[src/rtl/jpeg_pkg.sv]
// Shared JPEG encoder definitions: packer FSM states, marker/stuff bytes and
// the longest Huffman code length.
package jpeg_pkg;

    localparam int MAX_CODE_LEN = 16;

    localparam logic [7:0] MARKER_PREFIX = 8'hFF;
    localparam logic [7:0] EOI_CODE      = 8'hD9;
    localparam logic [7:0] STUFF_BYTE    = 8'h00;

    typedef enum logic [2:0] {
        ST_RUN,
        ST_STUFF,
        ST_PAD,
        ST_DRAIN,
        ST_EOI_FF,
        ST_EOI_D9,
        ST_DONE
    } packer_state_t;

    // Number of one-bits needed to bring a bit count up to a byte boundary.
    function automatic logic [2:0] pad_count(input logic [2:0] cnt_lsb);
        return 3'd0 - cnt_lsb;
    endfunction

endpackage

[src/rtl/jpeg_byte_stuffer.sv]
// Output byte register for the bit packer: valid/ready hold, and a 0x00
// inserted after every non-marker 0xFF byte.
module jpeg_byte_stuffer
    import jpeg_pkg::*;
(
    input  logic       clock,
    input  logic       reset,
    input  logic       load_req,
    input  logic [7:0] load_data,
    input  logic       load_marker,
    output logic       load_ack,
    output logic       stuff_set,
    output logic       stuff_pend,
    output logic       idle,
    output logic       out_valid,
    input  logic       out_ready,
    output logic [7:0] out_data,
    output logic       out_marker
);

    logic can_take;

    assign can_take  = !out_valid || out_ready;
    assign load_ack  = load_req && can_take && !stuff_pend;
    assign stuff_set = load_ack && !load_marker && (load_data == MARKER_PREFIX);
    assign idle      = !out_valid && !stuff_pend;

    // A pending stuff byte has priority over any new accumulator byte.
    always_ff @(posedge clock or posedge reset) begin
        if (reset) begin
            out_valid  <= 1'b0;
            out_data   <= '0;
            out_marker <= 1'b0;
            stuff_pend <= 1'b0;
        end else if (stuff_pend && can_take) begin
            out_valid  <= 1'b1;
            out_data   <= STUFF_BYTE;
            out_marker <= 1'b0;
            stuff_pend <= 1'b0;
        end else if (load_ack) begin
            out_valid  <= 1'b1;
            out_data   <= load_data;
            out_marker <= load_marker;
            stuff_pend <= stuff_set;
        end else if (out_valid && out_ready) begin
            out_valid  <= 1'b0;
        end
    end

endmodule

[src/rtl/jpeg_bit_packer.sv]
// Packs variable-length Huffman codes MSB-first into a stuffed byte stream.
// Optional EOI marker emission on flush: define JPEG_PACKER_EOI_EN.
module jpeg_bit_packer
    import jpeg_pkg::*;
#(
    parameter int ACC_W   = 32,
    parameter int MAX_LEN = MAX_CODE_LEN,
    parameter int LEN_W   = 5
) (
    input  logic               clock,
    input  logic               reset,
    input  logic               in_valid,
    output logic               in_ready,
    input  logic [MAX_LEN-1:0] in_code,
    input  logic [LEN_W-1:0]   in_len,
    input  logic               flush_req,
    output logic               out_valid,
    input  logic               out_ready,
    output logic [7:0]         out_data,
    output logic               out_marker,
    output logic               flush_done,
    output logic               busy
);

    localparam int CNT_W = $clog2(ACC_W + 1);
    localparam logic [CNT_W-1:0] ACC_W_C  = CNT_W'(ACC_W);
    localparam logic [CNT_W-1:0] IN_LIMIT = CNT_W'(ACC_W - MAX_LEN);
    localparam logic [CNT_W-1:0] BYTE_C   = CNT_W'(8);
    localparam logic [LEN_W-1:0] MAX_LEN_C = LEN_W'(MAX_LEN);

`ifdef JPEG_PACKER_EOI_EN
    localparam packer_state_t FLUSH_END = ST_EOI_FF;
`else
    localparam packer_state_t FLUSH_END = ST_DONE;
`endif

    packer_state_t    state;
    logic [ACC_W-1:0] acc, acc_mid, acc_next, app_val;
    logic [CNT_W-1:0] cnt, cnt_mid, cnt_next, app_len, shift;
    logic [LEN_W-1:0] len_eff;
    logic             accept, acc_load, marker_phase;
    logic             load_req, load_ack, load_marker;
    logic [7:0]       load_data;
    logic             stuff_set, stuff_pend, stuffer_idle;

    assign len_eff    = (in_len > MAX_LEN_C) ? MAX_LEN_C : in_len;
    assign in_ready   = (state == ST_RUN) && (cnt <= IN_LIMIT);
    assign accept     = in_valid && in_ready;
    assign busy       = (cnt != '0) || (state != ST_RUN);
    assign flush_done = (state == ST_DONE);

`ifdef JPEG_PACKER_EOI_EN
    logic d9_loaded;
    assign marker_phase = (state == ST_EOI_FF) || ((state == ST_EOI_D9) && !d9_loaded);
`else
    assign marker_phase = 1'b0;
`endif

    assign load_req    = marker_phase || (cnt >= BYTE_C);
    assign load_marker = marker_phase;
    assign load_data   = !marker_phase ? acc[ACC_W-1 -: 8] :
                         (state == ST_EOI_FF) ? MARKER_PREFIX : EOI_CODE;
    assign acc_load    = load_ack && !marker_phase;

    // Valid bits are kept left-aligned; a byte is removed from the top before
    // the new bits (code or pad ones) are appended below the remaining ones.
    always_comb begin
        cnt_mid = acc_load ? cnt - BYTE_C : cnt;
        acc_mid = acc_load ? acc << 8 : acc;
        app_val = '0;
        app_len = '0;
        if (accept) begin
            app_len = CNT_W'(len_eff);
            app_val = ACC_W'(in_code) & ((ACC_W'(1) << len_eff) - ACC_W'(1));
        end else if (state == ST_PAD) begin
            app_len = CNT_W'(pad_count(cnt[2:0]));
            app_val = (ACC_W'(1) << app_len) - ACC_W'(1);
        end
        shift    = ACC_W_C - cnt_mid - app_len;
        acc_next = acc_mid | (app_val << shift);
        cnt_next = cnt_mid + app_len;
    end

    always_ff @(posedge clock or posedge reset) begin
        if (reset) begin
            state <= ST_RUN;
            acc   <= '0;
            cnt   <= '0;
`ifdef JPEG_PACKER_EOI_EN
            d9_loaded <= 1'b0;
`endif
        end else begin
            acc <= acc_next;
            cnt <= cnt_next;
            case (state)
                ST_RUN: begin
                    if (flush_req) begin
                        if (cnt_next == '0 && stuffer_idle && !load_ack)
                            state <= FLUSH_END;
                        else if (cnt_next[2:0] != 3'd0)
                            state <= ST_PAD;
                        else
                            state <= ST_DRAIN;
                    end else if (stuff_set) begin
                        state <= ST_STUFF;
                    end
                end
                ST_STUFF: if (!stuff_pend) state <= ST_RUN;
                ST_PAD:   state <= ST_DRAIN;
                ST_DRAIN: if (cnt == '0 && stuffer_idle) state <= FLUSH_END;
`ifdef JPEG_PACKER_EOI_EN
                ST_EOI_FF: begin
                    if (load_ack) begin
                        state     <= ST_EOI_D9;
                        d9_loaded <= 1'b0;
                    end
                end
                ST_EOI_D9: begin
                    if (!d9_loaded) begin
                        if (load_ack) d9_loaded <= 1'b1;
                    end else if (out_valid && out_ready) begin
                        state <= ST_DONE;
                    end
                end
`endif
                ST_DONE:  state <= ST_RUN;
                default:  state <= ST_RUN;
            endcase
        end
    end

    jpeg_byte_stuffer u_stuffer (
        .clock       (clock),
        .reset       (reset),
        .load_req    (load_req),
        .load_data   (load_data),
        .load_marker (load_marker),
        .load_ack    (load_ack),
        .stuff_set   (stuff_set),
        .stuff_pend  (stuff_pend),
        .idle        (stuffer_idle),
        .out_valid   (out_valid),
        .out_ready   (out_ready),
        .out_data    (out_data),
        .out_marker  (out_marker)
    );

endmodule

[config.mk]
export PLATFORM = sky130hd
export DESIGN_NAME = jpeg_bit_packer
export DESIGN_NICKNAME = d
export VERILOG_FILES = /design/src/rtl/jpeg_pkg.sv /design/src/rtl/jpeg_byte_stuffer.sv /design/src/rtl/jpeg_bit_packer.sv
export SDC_FILE = /design/constraint.sdc
export NUM_CORES = 1
export LEC_CHECK = 0
export BUFFER_PORTS_ARGS = -buffer_cell sky130_fd_sc_hd__buf_2
export CORE_ASPECT_RATIO = 2
export CORE_MARGIN = 2
export CORE_UTILIZATION = 27
export CTS_CLUSTER_DIAMETER = 30
export DETAILED_ROUTE_END_ITERATION = 16
export GPL_ROUTABILITY_DRIVEN = 0
export HOLD_SLACK_MARGIN = 0.12
export PLACE_DENSITY = 0.39
export SYNTH_ARGS = -nofsm -noshare
export SYNTH_HDL_FRONTEND = slang
export SYNTH_HIERARCHICAL = 1
export SYNTH_SLANG_ARGS = --single-unit
[constraint.sdc]
create_clock -name clock -period 12.07 [get_ports clock]
set_input_delay 1.207 -clock clock [delete_from_list [all_inputs] [get_ports clock]]
set_output_delay 1.207 -clock clock [all_outputs]
set_load 0.05 [all_outputs]
Yosys cells after proc, flatten, opt, wreduce, memory -nomap -nowiden --
Index checks and enable logic that the tools add are counted.
Word-level totals: bits in registers 52, bits of input ports 26, output and inout bits 13, logic and storage cells 78
Cells by class: add/subtract/negate cells 7, magnitude comparators 3, equal/unequal tests 8, shift-type cells 3, muxes and demuxes 23, bitwise operators 2, reductions and logical operators 25
Operator list (count):
- $mux 32 | 3
- $and 16x32->32 | 1
- $or 32x32->32 | 1
- $shl 1x3->32 const A | 1
- $shl 1x5->32 const A | 1
- $shl 32x6->32 | 1
- $sub 32x1->32 const B | 1
- $sub 32x2->32 const B | 1
- $mux 3 | 6
- $mux 8 | 2
- $logic_not 6->1 | 2
- $mux 6 | 2
- $pmux 3 s4 | 1
- $logic_and 1x1->1 | 11
- $reduce_bool 3->1 | 3
- $eq 8x8->1 const B | 1
- $mux 1 | 8
- $add 6x6->6 | 1
- $eq 3x2->1 const B | 2
- $ge 6x4->1 const B | 1
- $le 6x5->1 const B | 1
- $reduce_bool 6->1 | 1
- $sub 6x4->6 const B | 1
- $sub 6x6->6 | 1
- other kinds (13) | 17

Longest topological paths before layout --
Gate-level depths: netlist of the first run.
depth in word-level cells 12, mapped depth 21, mapped depth without buffers 18

Hierarchy --
The synthesis of the first run kept the hierarchy.
By module, submodules not included:
- jpeg_bit_packer | times used 1, cells each 579, area each 4596.9 µm², sequential area each 1026.0 µm²
- jpeg_byte_stuffer | times used 1, cells each 32, area each 479.2 µm², sequential area each 275.3 µm²

Worst setup path after synthesis of the first run --
OpenSTA, ideal clock, no wires.
kind in2reg, start point input port out_ready, end point register acc[24], library setup time 144 ps, data arrival time 4652 ps, required time 11926 ps, slack 7273 ps, cell stages on the path 17, path buffers 5, path through nor2b_4 > nor3b_4 > buf_6 > buf_2 > buf_1 > buf_1 > nor2_1 > a21oi_1 > ha_1 > ha_1 > a21oi_1 > xor3_1 > nand2_1 > nor2_1 > buf_2 > a221oi_1 > o221ai_1
On the way: longest elaborated chain between the ends 8, elaborated cells between the ends (all ways) 9, classes of those cells add/sub (2); shift (1); mux (2); bitwise (1); reduce/logical (3)
Ends and longest elaborated chain:
- start, declared | line jpeg_bit_packer.sv:18 | input logic out_ready,
- $logic_or 1x1->1 (*) | line jpeg_byte_stuffer.sv:23 | assign can_take = !out_valid || out_ready;
- $logic_and 1x1->1 (*) (2 in a row) | line jpeg_byte_stuffer.sv:24 | assign load_ack = load_req && can_take && !stuff_pend;
- via acc_load | line jpeg_bit_packer.sv:41 | logic accept, acc_load, marker_phase;
- $mux 6 | line jpeg_bit_packer.sv:68 | cnt_mid = acc_load ? cnt - BYTE_C : cnt;
- $sub 6x6->6 (2 in a row) | line jpeg_bit_packer.sv:79 | shift = ACC_W_C - cnt_mid - app_len;
- $shl 32x6->32 | line jpeg_bit_packer.sv:80 | acc_next = acc_mid | (app_val << shift);
- $or 32x32->32 (*) | line jpeg_bit_packer.sv:80
- via acc_next[24] | line jpeg_bit_packer.sv:38 | logic [ACC_W-1:0] acc, acc_mid, acc_next, app_val;
- end signal, assigned | line jpeg_bit_packer.sv:93 | acc <= acc_next;
- end, declared | line jpeg_bit_packer.sv:38
Mark *: on every way through the listed nets, which the timed path passes. The rest lies on a longest branch. A chain may end at the register's enable or synchronous reset.

Worst setup path in the final report of the first run --
start point register cnt[1], end point register acc[7]
On the way: longest elaborated chain between the ends 8, elaborated cells between the ends (all ways) 20, classes of those cells add/sub (5); order compare (2); shift (2); mux (6); bitwise (1); reduce/logical (4)
Ends and longest elaborated chain:
- start, declared | line jpeg_bit_packer.sv:39 | logic [CNT_W-1:0] cnt, cnt_mid, cnt_next, app_len, shift;
- start signal, assigned | line jpeg_bit_packer.sv:94 | cnt <= cnt_next;
- $ge 6x4->1 | line jpeg_bit_packer.sv:59 | assign load_req = marker_phase || (cnt >= BYTE_C);
- $logic_and 1x1->1 (2 in a row) | line jpeg_byte_stuffer.sv:24
- $mux 6 | line jpeg_bit_packer.sv:68
- $sub 6x6->6 (2 in a row) | line jpeg_bit_packer.sv:79
- $shl 32x6->32 | line jpeg_bit_packer.sv:80
- $or 32x32->32 (*) | line jpeg_bit_packer.sv:80
- via acc_next[7] | line jpeg_bit_packer.sv:38
Marks and branches as above.

==> results of run 1 <==
-- sequential cells by signal, summed over array words and instances (netlist names) --
name	flops
acc	32
u_stuffer/out_marker	1
cnt	6
u_stuffer/out_valid	1
u_stuffer/out_data	8
u_stuffer/stuff_pend	1
state	3
-- placed cells by master, fill, tap and decap left out, drive strengths merged, types with 5 or more instances in the layout --
cell,netlist,final
nand3,32,32
o2111ai,7,7
nor2b,7,7
clkbuf,22,5
nand4,8,8
nand2b,5,5
buf,16,48
o21ai,54,54
o22ai,7,7
and3,6,6
or3,7,7
mux2,8,8
o221ai,14,14
nor3,13,13
a211oi,8,8
ha,26,26
o31ai,8,8
o211ai,24,24
a21o,6,6
xnor2,6,6
dfrtp,52,52
nor2,36,36
and2,5,5
a22o,11,11
o311ai,5,5
inv,36,36
mux2i,19,19
a221oi,8,8
a31oi,15,15
xor2,6,6
nand2,53,53
a21oi,23,23
-- worst paths after layout --
check	end
max	acc[7]
min reg2reg	acc[4]
min	acc[4]
min in group asynchronous	u_stuffer/out_valid
max in group asynchronous	acc[13]
max reg2reg	acc[7]
-- area by class of cell --
| class | count | area [sq um] | share of cell area |
|---|---|---|---|
| inverters | 37 | 139 | 0.0247 |
| multi-input cells | 485 | 3480 | 0.618 |
| clock buffers | 5 | 125 | 0.0222 |
| well taps | 219 | 274 | 0.0487 |
| repair buffers | 48 | 265 | 0.0471 |
| flip-flops and latches | 52 | 1300 | 0.231 |
| clock inverters | 3 | 46.3 | 0.00823 |
-- stage by stage --
step	hold WS, ns	area [sq um]	std cells
6_report	0.493	5630	849
5_1_grt	0.515	5630	849
4_1_cts	0.491	5630	849
3_5_place_dp	0.473	5460	841
3_3_place_gp	0.477	5460	841
2_1_floorplan	0.449	5080	612
-- routing by layer --
metal / vias up / GRT usage / routed length, um
li1: 2371 / - / -
met1: 2396 / 0.205 / 6790
met2: 181 / 0.384 / 11100
met3: 64 / 0.0194 / 687
met4: 0 / 0.142 / 1510
met5: - / 0 / 0
-- worst reg2reg max path: cells and delay by family (launching register included) --
family | cells | cell delay, ns
AO/OA/AOI/OAI | 6 | 1.76
XOR/XNOR | 1 | 0.48
adder cells (fa/ha/maj) | 4 | 1.27
buffers and inverters | 2 | 0.19
flip-flops | 1 | 0.45
AND/OR/NAND/NOR | 4 | 1.48
-- synth_stat cells (all sizes together), types with 11 or more instances --
cell    instances
o21ai          54
nand2          53
dfrtp          52
inv            36
nor2           36
nand3          32
ha             26
o211ai         24
a21oi          23
clkbuf         22
mux2i          19
buf            16
a31oi          15
o221ai         14
nor3           13
a22o           11
-- cells by family (layout without fill, tap and decap cells) --
logic type / after synthesis / after routing / synth area share
xor gates and xnor gates: 13 / 13 / 0.0254
AOI/OAI and AO/OA: 222 / 222 / 0.323
adders and majority gates: 28 / 28 / 0.0720
other: 1 / 2 / 0.000739
DFF: 52 / 52 / 0.256
buffers and inverters: 75 / 93 / 0.0624
muxes: 29 / 29 / 0.0648
and+or+nand+nor: 191 / 191 / 0.195
==> impl_metrics.ini, run 1 <==
[drt]
vias_per_cell = 5.90
vias = 5012
drc_errors = 0
dr.pass1.iters = 6
wl_per_cell_um = 23.6
drtAntennaViolNets = 0
drt_iter0_drc = 341
totalWireLength_um = 20100

[yosys]
synth_top_cell_by_area = dfrtp_1
ys_seq_elements = 52
ys_top_cells_by_area = dfrtp_1, ha_1, nand2_1
syn_area_sq_um = 5080
yosys_most_used_dff = dfrtp_1
avgSynthCellArea_sq_um = 8.31
synth_cell_types = 87
async_reset_ff_frac = 1.00
yosysTopAreaCellShare = 0.256
synth_edf_count = 0
syn-instance-count = 611
seq_area_frac_synth = 0.256
yosysWarnings = 6

[finish]
area_delta_synth_final_pct = 10.9
fillers = 2043
layout-drive-gt1-share = 0.157
utilization = 0.302
n_antenna_cell = 0
nNetsFinal = 683

[die]
die_area_sq_um = 20000
core_sq_um = 18700
io_pins = 39
chipHeight_um = 198
rows = 71
start_util = 0.272
dieWidth_um = 101

[worst_setup_path]
critPathLaunch = cnt[1]
worstRegToRegCells = 17
end_kind = flip-flop
reg2reg_slack_ns = 6.38
required_ns = 12.31
worstPathArrival_ns = 5.93
path_common_cell = ha_1
cp_top_family = compound AO/OA/AOI/OAI gates
path_cells = inv_1 > ha_1 > nor3b_2 > o211ai_4 > nor2_1 > a22o_1 > ha_1 > inv_1 > ha_1 > fa_1 > a21o_1 > a21oi_1 > xor3_1 > nand2_1 > nor2_1 > o21ai_0 > o2bb2ai_1
startpoint_type = flip-flop
crit_cells = 17
critPathMaxFanout = 25
max_stage_delay_ns = 0.81
r2r_start = cnt[1]
worst-setup-path-type = flip-flop to flip-flop
cp_slowest_cell = nor2_1
crit_buf_inv = 2

[cts]
postCtsHoldBufs = 0
clock_latency_ns = 0.31
clock_sinks = 52
htreeDepth = 2
post_cts_buffers = 0
cts_root_buf = clkbuf_16
path_clk_slew_ns = 0.08
cts_resized = 0
cts_tree = yes
cts_buffers = 5
clockBufferDepth = 2

[place]
place_ws_ns = 6.44
dpl.hpwl_um = 16100
portBuffers = 38

[timing]
fin_crit_ns = 5.69
tightest_slew_ns = 0.970
setup_viol = 0
max-slew-margin-rel = 0.351
period_share = 0.472
fin_ws_ns = 6.38
finClkSkew_ns = 0.0143
hold_viol = 0
clock.fmax_mhz = 176
rsz0062_at_grt = false
setup_total_negative_slack_ns = 0
final_max_slew_viol_count = 0

[grt]
grt_max_degree = 49
antenna_found_initial = 0
grt_pass1_wl_um = 30500
track_usage = 0.205
overflow = 0
grt_pass1_vias = 5046

[job]
max_cap_violations = 0

[status]
status = complete, no violations

[min_path]
hold_class = flip-flop to flip-flop
hp-start = acc[4]
holdPathStages = 1
Power of run 1 is not shown: default switching activity piles up to over one toggle a cycle in this logic, so the estimate is an artifact.
==> run 2, diff against run 1 <==
--- a/config.mk
+++ b/config.mk
@@ -5,6 +5,7 @@
 export SDC_FILE = /design/constraint.sdc
 export NUM_CORES = 1
 export LEC_CHECK = 0
+export ABC_AREA = 1
 export BUFFER_PORTS_ARGS = -buffer_cell sky130_fd_sc_hd__buf_2
 export CORE_ASPECT_RATIO = 2
 export CORE_MARGIN = 2
==> constraint.sdc (replaced) <==
create_clock -name clock -period 5.37 [get_ports clock]
set_input_delay 0.537 -clock clock [delete_from_list [all_inputs] [get_ports clock]]
set_output_delay 0.537 -clock clock [all_outputs]
set_load 0.05 [all_outputs]
==> run 2 against run 1 <==
Compared with the run above:
- register-to-register slack got worse by 5.4 ns
- synthesized area increased by 0.57%
- count of clock-buffer cells in the layout rose by 1
- die area is 0.55% higher
- final cell count up 21%
- via count increased by 0.88%
- non-clock buffer count unchanged
- first-iteration DRC count is 42% lower
==> impl_metrics.ini, run 2 <==
[status]
status = complete, no violations

[finish]
nNetsFinal = 863
area_delta_synth_final_pct = 10.6
multi_input_area_sq_um = 3290
seq_area_sq_um = 1300
post_layout_nonfiller_instances = 1029
largest_register_ffs = 32
layout-drive-gt1-share = 0.157
final_cell_mix = nand2_1, nand3_1, inv_1, dfrtp_1, nor2_1
n_antenna_cell = 0
final_common_cell = nand2_1
fillers = 2098
top_register = acc
top_regs = acc: 32 flops, u_stuffer/out_data: 8 flops, cnt: 6 flops

[drt]
dr.pass1.iters = 4
wl_per_cell_um = 16.8
vias = 5056
vias_per_cell = 4.91
totalWireLength_um = 17200
drtAntennaViolNets = 0
drc_errors = 0
drt_iter0_drc = 199

[yosys]
yosysTopAreaCellShare = 0.255
avgSynthCellArea_sq_um = 6.54
yosysWarnings = 6
async_reset_ff_frac = 1.00
seq_area_frac_synth = 0.255
yosys_most_used_dff = dfrtp_1
post-synth-top-count-cell = nand2_1
synth_cell_types = 45
syn-instance-count = 780
synth_top_cell_by_area = dfrtp_1
synth_common_cells = nand2_1, nand3_1, inv_1
ys_seq_elements = 52
synth_edf_count = 0
syn_area_sq_um = 5100
ys_top_cells_by_area = dfrtp_1, nand2_1, nand3_1

[die]
rows = 71
io_pins = 39
core_sq_um = 18700
start_util = 0.274
dieWidth_um = 101
die_area_sq_um = 20100
chipHeight_um = 198

[cts]
cts_buffers = 5
clock_sinks = 52
clock_latency_ns = 0.30
postCtsHoldBufs = 0
htreeDepth = 2
clockBufferDepth = 2
post_cts_buffers = 0
cts_root_buf = clkbuf_16
path_clk_slew_ns = 0.07
cts_tree = yes
cts_resized = 0

[worst_setup_path]
path_common_cell = inv_1
worstPathArrival_ns = 4.62
end_kind = flip-flop
cp_slowest_cell = xor2_1
max_stage_delay_ns = 0.55
worst-setup-path-type = flip-flop to flip-flop
path_cells = inv_1 > ha_1 > nand3_1 > o2111ai_1 > inv_1 > nor2_4 > nand2_4 > inv_4 > inv_1 > buf_4 > o21ai_0 > ha_1 > ha_1 > inv_1 > xor2_1 > inv_1 > nor2_1 > nand2_1 > nand3_1 > o21ai_2
required_ns = 5.56
critPathMaxFanout = 15
startpoint_type = flip-flop

[min_path]
hold_class = input pin to asynchronous set/reset pin

[timing]
period_share = 0.824
hold_viol = 0
fin_crit_ns = 4.42
setup_viol = 0
finClkSkew_ns = 0.00998
max-slew-margin-rel = 0.545
rsz0062_at_grt = false
final_max_slew_viol_count = 0
clock.fmax_mhz = 226
setup_total_negative_slack_ns = 0
tightest_slew_ns = 0.681

[place]
portBuffers = 38
dp.cells = 1021
dpl.hpwl_um = 14800

[grt]
grt_pass1_wl_um = 28000
grt_max_degree = 44
grt_pass1_vias = 5149
antenna_found_initial = 0
track_usage = 0.181
overflow = 0

[job]
max_cap_violations = 0
run 2: cell types whose count changed in the layout (fill, tap and decap cells not counted), moves of 14 or more:
cell      before  now
inv_1         34   82
o221ai_1      14    0
o211ai_1      22    4
nand3_1       32  131
o21ai_1       25    9
nand3_2        0   23
nand2_1       53  230
run 2: per-stage QoR:
stage | setup WS (ns) | hold WS [ns] | instance area (sq um) | utilization
finish | 0.946 | 0.234 | 5650 | 0.303
global route | 0.562 | 0.270 | 5650 | 0.303
CTS | 0.863 | 0.245 | 5650 | 0.303
detailed placement | 0.911 | 0.463 | 5500 | 0.295
global placement | 0.860 | 0.459 | 5500 | 0.295
floorplan | 1.61 | 0.389 | 5110 | -
run 2: final timing paths:
check	end	cells after the start	start	slack [ns]
worst min-delay path	u_stuffer/out_valid	2	reset	0.23
min in group clock	u_stuffer/out_marker	2	u_stuffer/out_marker	0.48
worst min register to register	u_stuffer/out_marker	2	u_stuffer/out_marker	0.48
max in group asynchronous	acc[28]	3	reset	4.60
worst max register to register	acc[18]	20	cnt[4]	0.95
worst max-delay path	acc[18]	20	cnt[4]	0.95
run 2: cell type report:
| type | instances | area share |
|---|---|---|
| multi-input cells | 605 | 0.582 |
| flip-flops and latches | 52 | 0.230 |
| inverters | 97 | 0.0654 |
| well taps | 219 | 0.0485 |
| repair buffers | 48 | 0.0470 |
| clock buffers | 6 | 0.0246 |
| clock inverters | 2 | 0.00177 |
run 2: worst max-delay path, delay by kind of cell (launching register included):
family	cells	cell delay [ns]
adders and majority gates	3	0.76
xor gates and xnor gates	1	0.55
buffers and inverters	7	1.06
DFF	1	0.42
AOI/OAI and AO/OA	3	0.69
and+or+nand+nor	6	0.83
run 2: per-layer routing:
metal	global-route usage	part of all wire	wire [um]	vias to the layer above
met4	0.0981	0.048	820	0
met1	0.181	0.36	6210	2324
met5	0	0	0	-
met2	0.358	0.57	9890	99
li1	-	-	-	2598
met3	0.00949	0.018	315	35
run 2: logic make-up (layout without fill, tap and decap cells):
kind of cell | count (synthesis) | count (layout) | synth area share
xor+xnor | 10 | 10 | 0.0216
mux | 10 | 10 | 0.0196
simple gates | 480 | 480 | 0.445
fa+ha+maj | 28 | 28 | 0.0716
other cells | 1 | 3 | 0.000735
flops | 52 | 52 | 0.255
buf+inv | 125 | 153 | 0.102
compound gates | 74 | 74 | 0.0841
Power of run 2 is left out for the same reason.
